$ cat src/rtl/acore_debug_intf.sv
// acore_debug_intf: JTAG-side debug register block for the analog core.
// Word-addressed register file with registered one-cycle read data, address
// error pulses, CDR PI override controls and a programmable debug clock.
module acore_debug_intf #(
  parameter logic [31:0] ID_VALUE = 32'h0000_0001,
  parameter int          ADDR_W   = 8
) (
  input  logic              clk,
  input  logic              rstb,
  input  logic [ADDR_W-1:0] addr,
  input  logic              wr_en,
  input  logic [31:0]       wdata,
  input  logic              rd_en,
  output logic [31:0]       rdata,
  output logic              rd_valid,
  output logic              addr_err,
  output logic [15:0]       acore_ctrl,
  input  logic [15:0]       acore_stat,
  output logic [7:0]        cdr_pi_ext,
  output logic              cdr_ext_en,
  input  logic [7:0]        cdr_pi_stat,
  output logic              dbg_clk
);

  localparam logic [ADDR_W-1:0] ADDR_ID         = ADDR_W'(0);
  localparam logic [ADDR_W-1:0] ADDR_ACORE_CTRL = ADDR_W'(1);
  localparam logic [ADDR_W-1:0] ADDR_ACORE_STAT = ADDR_W'(2);
  localparam logic [ADDR_W-1:0] ADDR_CDR_CTRL   = ADDR_W'(3);
  localparam logic [ADDR_W-1:0] ADDR_CDR_STAT   = ADDR_W'(4);
  localparam logic [ADDR_W-1:0] ADDR_CLK_CFG    = ADDR_W'(5);
  localparam logic [ADDR_W-1:0] ADDR_SCRATCH    = ADDR_W'(6);

  // Configuration state
  logic [7:0]  clk_div;
  logic [7:0]  clk_high;
  logic        clk_en;
  logic [31:0] scratch;
  logic [7:0]  clk_cnt;

  // Decoded accesses and next-state values for the clock generator
  logic        addr_mapped;
  logic [31:0] rd_mux;
  logic        cfg_wr;
  logic [7:0]  div_eff;
  logic [7:0]  high_next;
  logic        en_next;
  logic [7:0]  cnt_next;
  logic        dbg_next;

  // Read multiplexer: current (pre-write) register contents, status sampled live
  always_comb begin
    rd_mux      = 32'h0;
    addr_mapped = 1'b1;
    case (addr)
      ADDR_ID:         rd_mux = ID_VALUE;
      ADDR_ACORE_CTRL: rd_mux = {16'h0, acore_ctrl};
      ADDR_ACORE_STAT: rd_mux = {16'h0, acore_stat};
      ADDR_CDR_CTRL:   rd_mux = {23'h0, cdr_ext_en, cdr_pi_ext};
      ADDR_CDR_STAT:   rd_mux = {24'h0, cdr_pi_stat};
      ADDR_CLK_CFG:    rd_mux = {15'h0, clk_en, clk_high, clk_div};
      ADDR_SCRATCH:    rd_mux = scratch;
      default: begin
        rd_mux      = 32'h0;
        addr_mapped = 1'b0;
      end
    endcase
  end

  // Debug clock next state: a CLK_CFG write restarts the counter at 0 and the
  // registered output is computed from the counter value it will hold next
  always_comb begin
    cfg_wr    = wr_en && (addr == ADDR_CLK_CFG);
    en_next   = cfg_wr ? wdata[16]    : clk_en;
    high_next = cfg_wr ? wdata[15:8]  : clk_high;
    div_eff   = (clk_div == 8'd0) ? 8'd1 : clk_div;
    cnt_next  = 8'd0;
    if (!cfg_wr && clk_en && (clk_cnt < div_eff - 8'd1)) begin
      cnt_next = clk_cnt + 8'd1;
    end
    // The counter never reaches P, so cnt < high is the same as cnt < min(high, P)
    dbg_next = en_next && (cnt_next < high_next);
  end

  // Register writes; read-only and unmapped addresses simply match nothing
  always_ff @(posedge clk) begin
    if (rstb) begin
      acore_ctrl <= 16'h0;
      cdr_pi_ext <= 8'h0;
      cdr_ext_en <= 1'b0;
      clk_div    <= 8'd1;
      clk_high   <= 8'd0;
      clk_en     <= 1'b0;
      scratch    <= 32'h0;
    end else if (wr_en) begin
      case (addr)
        ADDR_ACORE_CTRL: acore_ctrl <= wdata[15:0];
        ADDR_CDR_CTRL: begin
          cdr_pi_ext <= wdata[7:0];
          cdr_ext_en <= wdata[8];
        end
        ADDR_CLK_CFG: begin
          clk_div  <= wdata[7:0];
          clk_high <= wdata[15:8];
          clk_en   <= wdata[16];
        end
        ADDR_SCRATCH: scratch <= wdata;
        default: ;
      endcase
    end
  end

  // Read response and address-error pulse; rdata holds between reads
  always_ff @(posedge clk) begin
    if (rstb) begin
      rdata    <= 32'h0;
      rd_valid <= 1'b0;
      addr_err <= 1'b0;
    end else begin
      rd_valid <= rd_en;
      addr_err <= (rd_en || wr_en) && !addr_mapped;
      if (rd_en) begin
        rdata <= rd_mux;
      end
    end
  end

  // Debug clock counter and registered output
  always_ff @(posedge clk) begin
    if (rstb) begin
      clk_cnt <= 8'd0;
      dbg_clk <= 1'b0;
    end else begin
      clk_cnt <= cnt_next;
      dbg_clk <= dbg_next;
    end
  end

endmodule

$ cat config.mk
export PLATFORM = sky130hd
export DESIGN_NAME = acore_debug_intf
export DESIGN_NICKNAME = d
export VERILOG_FILES = /design/src/rtl/acore_debug_intf.sv
export SDC_FILE = /design/constraint.sdc
export NUM_CORES = 1
export LEC_CHECK = 0
export BUFFER_PORTS_ARGS = -buffer_cell sky130_fd_sc_hd__buf_2
export CORE_MARGIN = 2
export CORE_UTILIZATION = 45
export DETAILED_ROUTE_END_ITERATION = 8
export HOLD_SLACK_MARGIN = 0.05
export PLACE_DENSITY = 0.69
export REMOVE_ABC_BUFFERS = 1
export SYNTH_ARGS = -nofsm -noshare
export SYNTH_HDL_FRONTEND = slang
export SYNTH_SLANG_ARGS = --single-unit
$ cat constraint.sdc
create_clock -name clk -period 4.7 [get_ports clk]
set_input_delay 0.47 -clock clk [delete_from_list [all_inputs] [get_ports clk]]
set_output_delay 0.47 -clock clk [all_outputs]
set_load 0.05 [all_outputs]
==> results by stage <==
Floorplan:
- In this run the horizontal extent of the chip is 110 um.
- For this configuration, the core starts out at a cell density of 0.465.
- The core region is around 11,000 sq um.
- The area of the die is around 12,000 sq um.
- The die height is around 110 um.
- The I/O pin total is 128.
- The row count is 38.

STA:
- The largest clock skew in the final design is 0.00671 ns.
- The number of max-slew violations in the final report was 0.
- Setup violations remaining at the end of the flow were counted as 0.
- Setup repair after global routing left no endpoint under its margin.
- The post-route clock period utilization is 0.913.
- Hold is met by ~0.30 ns.
- The time the final worst path needs with I/O delays and setup is 4.29 ns.
- In this run the tightest slew margin relative to its limit is 0.307.
- Timing would allow up to 233 MHz.
- The final hold violation count was 0.
- For the pin with the worst max-slew slack, the measured transition is slightly above 1 ns.
- The worst setup margin is 0.409 ns.
- Summed over all failing endpoints, the final setup total negative slack is 0 ns.

Clock tree:
- The clock passes through at most 2 buffers.
- After clock tree synthesis, the flow added hold-fix buffers numbering 0.
- The H-tree depth is 4.
- Clock tree synthesis inserted a total of 17 buffers.
- The cell at the root of the clock tree is clkbuf_16.
- TritonCTS built the clock tree.
- The clock latency reported for the late side of the worst-skew pair is between 0.4 and 0.5 ns.
- Clock tree synthesis found a total of approximately 120 sinks.
- The register clock-pin slew on the reported worst setup and hold paths is 0.05 ns.
- The number of instances resized during post-cts repair is 0.
- The count of buffers added by post-CTS timing repair for setup is 0.

GRT:
- The aggregate global routing overflow is 0.
- The total routing resource utilization after global routing is 0.250.
- The number of global-route vias before repair is 4,609.
- Entering global routing, the biggest net connects 84 pins.
- The first-pass GRT wire length is approximately 23 mm.
- The number of antenna violations at the first check in global routing is 0.

Drt:
- The count of TritonRoute iterations in the first routing pass is 5.
- The final layout contains routed wiring with a total length of 14.9 mm.
- The count of nets left with antenna violations once routing finished came out at 0.
- The detailed router finished its first iteration with 388 violations.
- Dividing the detail-routed via count by the number of cells gives between 5 and 6.
- The routed layout has roughly 5,000 vias.
- After detailed routing, the average wire length per cell comes to 17.0 um.
- For this run, design rule violations remaining after detail routing come to 0.

Setup path:
- Along the worst path, the maximum fanout reaches 10.
- STA classifies the critical path startpoint as a flip-flop.
- The data required time of the worst path is between 5 and 6 ns.
- The category of the worst setup path capture point is a flip-flop.
- The critical path is of the flip-flop to flip-flop type.
- For the worst setup path, the data arrival time is roughly 4.7 ns.

Layout:
- The layout cell share with drive strength beyond 1 is 0.226.
- The number of nets at the end of the flow is between 800 and 900.
- In the layout the commonest cells are nand2_1 (151), buf_2 (126), dfxtp_1 (117).
- Compared with the post-synthesis result, the final layout area differs by 25.2%.
- The most frequent standard cell in the layout excluding fill and tap cells is nand2_1.
- The diode insertion count for antenna repair is 0.
- The filler-free cell count of the finished design is between 800 and 900.

Logic synthesis:
- The total number of yosys warnings is 0.
- Counting flops with an async set or reset pin after synthesis yields a share of 0.
- For this run, the register share of the synthesized area comes to 0.461.
- The portion of synthesized cell area occupied by the leading cell type is 0.461.
- The biggest area consumer among synthesized cells is dfxtp_1.
- Summing every instance area after synthesis gives between 5000 and 6000 sq um.
- The average instance in the mapped netlist occupies between 8 and 9 sq um.
- After technology mapping, the gate count stands at just over 600.
- The number of enable flip-flop cells after synthesis is 0.
- Counting flops and latches in the post-synthesis netlist gives around 120.
- By area the synthesized netlist is led by dfxtp_1 (46%), nand2_1 (11%), a21oi_1 (8.5%).
- The most used flip-flop cell after synthesis is dfxtp_1.
- The netlist uses 44 different library cells.

Placed design:
- Buffers placed on the I/O ports in this run total 127.
- OpenSTA, run right after detailed placement, puts the worst setup slack at 0.524 ns.
- The cell count after placement is between 800 and 900.
- Detailed placement finished with a half-perimeter wire length of slightly above 10 mm.
- The final weighted congestion in routability-driven placement is between 0.9 and 1.

Pwr:
- IR analysis of the VDD net gives a maximum drop of ~250 uV.
- The leakage power of the design is 2.62 nW.
- In this run the power density over the cells is approximately 380 nW/um^2.

Worst hold path:
- The min-delay analysis places its worst path in the category input port to flip-flop.

Run status:
- The flow ran to the end, and the final reports show no timing, DRC or antenna violations.

Run:
- The tool flagged a number of max-cap violations equal to 0.
sequential cells by signal, indices dropped and copies added, names as in the netlist:
register,count
rdata,32
scratch,32
acore_ctrl,16
cdr_pi_ext,8
clk_cnt,8
clk_div,8
clk_high,8
addr_err,1
cdr_ext_en,1
clk_en,1
dbg_clk,1
rd_valid,1
per-stage QoR:
stage | power (mW) | util | cell area [sq um]
finish | 2.45 | 0.582 | 6370
global route | 2.51 | 0.582 | 6370
CTS | 2.46 | 0.582 | 6370
detailed placement | 1.13 | 0.527 | 5760
global placement | 1.13 | 0.527 | 5760
floorplan | 1.06 | - | 4890
final cells by class:
cell class | instances | area (sq um)
well taps | 140 | 175
clock buffers | 22 | 454
fillers | 990 | 4570
inverters | 7 | 26.3
multi-input cells | 446 | 2520
clock inverters | 9 | 153
repair buffers | 135 | 698
flip-flops and latches | 117 | 2340
worst paths after layout:
check / start / endpoint / slack [ns] / cells after the start
worst max-delay path: clk_div[1]$_SDFFE_PP0P_ / dbg_clk$_SDFF_PP0_ / 0.41 / 19
worst max register to register: clk_div[1]$_SDFFE_PP0P_ / dbg_clk$_SDFF_PP0_ / 0.41 / 19
worst min register to register: rdata[7]$_SDFFE_PP0P_ / rdata[7]$_SDFFE_PP0P_ / 0.45 / 1
worst min-delay path: wdata[27] / scratch[27]$_SDFFE_PP0P_ / 0.30 / 3
logic make-up (layout without fill, tap and decap cells):
kind of cell	after synthesis	after routing	synth area share
and+or+nand+nor	258	258	0.229
AOI/OAI and AO/OA	151	151	0.188
muxes	10	10	0.0197
DFF	117	117	0.461
buffers and inverters	50	173	0.0445
adders and majority gates	16	16	0.0394
xor gates and xnor gates	11	11	0.0189
critical path, stage by stage (launching register included):
cell	delay (ns)
dfxtp_1	0.36
or4_1	0.53
o21bai_1	0.26
inv_1	0.08
ha_1	0.21
nand2b_1	0.09
nor2_1	0.05
xnor2_1	0.17
ha_1	0.27
nand4_1	0.11
o21ai_0	0.11
a21oi_1	0.12
nand4_1	0.26
buf_4	0.28
nor2_1	0.13
ha_1	0.26
and4_1	0.24
a221o_1	0.30
nor3_1	0.20
o311a_1	0.20
Yosys cell counts, types with 3 or more instances:
cell,n
nand2_1,151
dfxtp_1,117
a21oi_1,86
nor2_1,34
clkbuf_1,28
nand3_1,26
nor3_1,17
ha_1,16
a22oi_1,15
a21o_1,11
mux2i_1,10
a221oi_1,7
a222oi_1,7
buf_2,7
inv_1,7
xnor2_1,6
a311oi_1,5
xor2_1,5
a221o_1,4
a31oi_1,4
and4_1,4
buf_4,4
nand4_1,4
and2_1,3
nor4_4,3
o21ai_0,3
o21bai_1,3
or4_1,3
power breakdown:
part	internal, mW	switching [mW]	total [mW]
clock	0.895	0.443	1.34
sequential	0.998	0.00254	1.00
combinational	0.0334	0.0764	0.110
routing by layer:
metal  routed length, um  track usage
met1                6550        0.326
met2                6870        0.404
met3                1230       0.0553
met5                   0            0
met4                 274       0.0991
No activity file was read; power rests on OpenSTA's default activity.
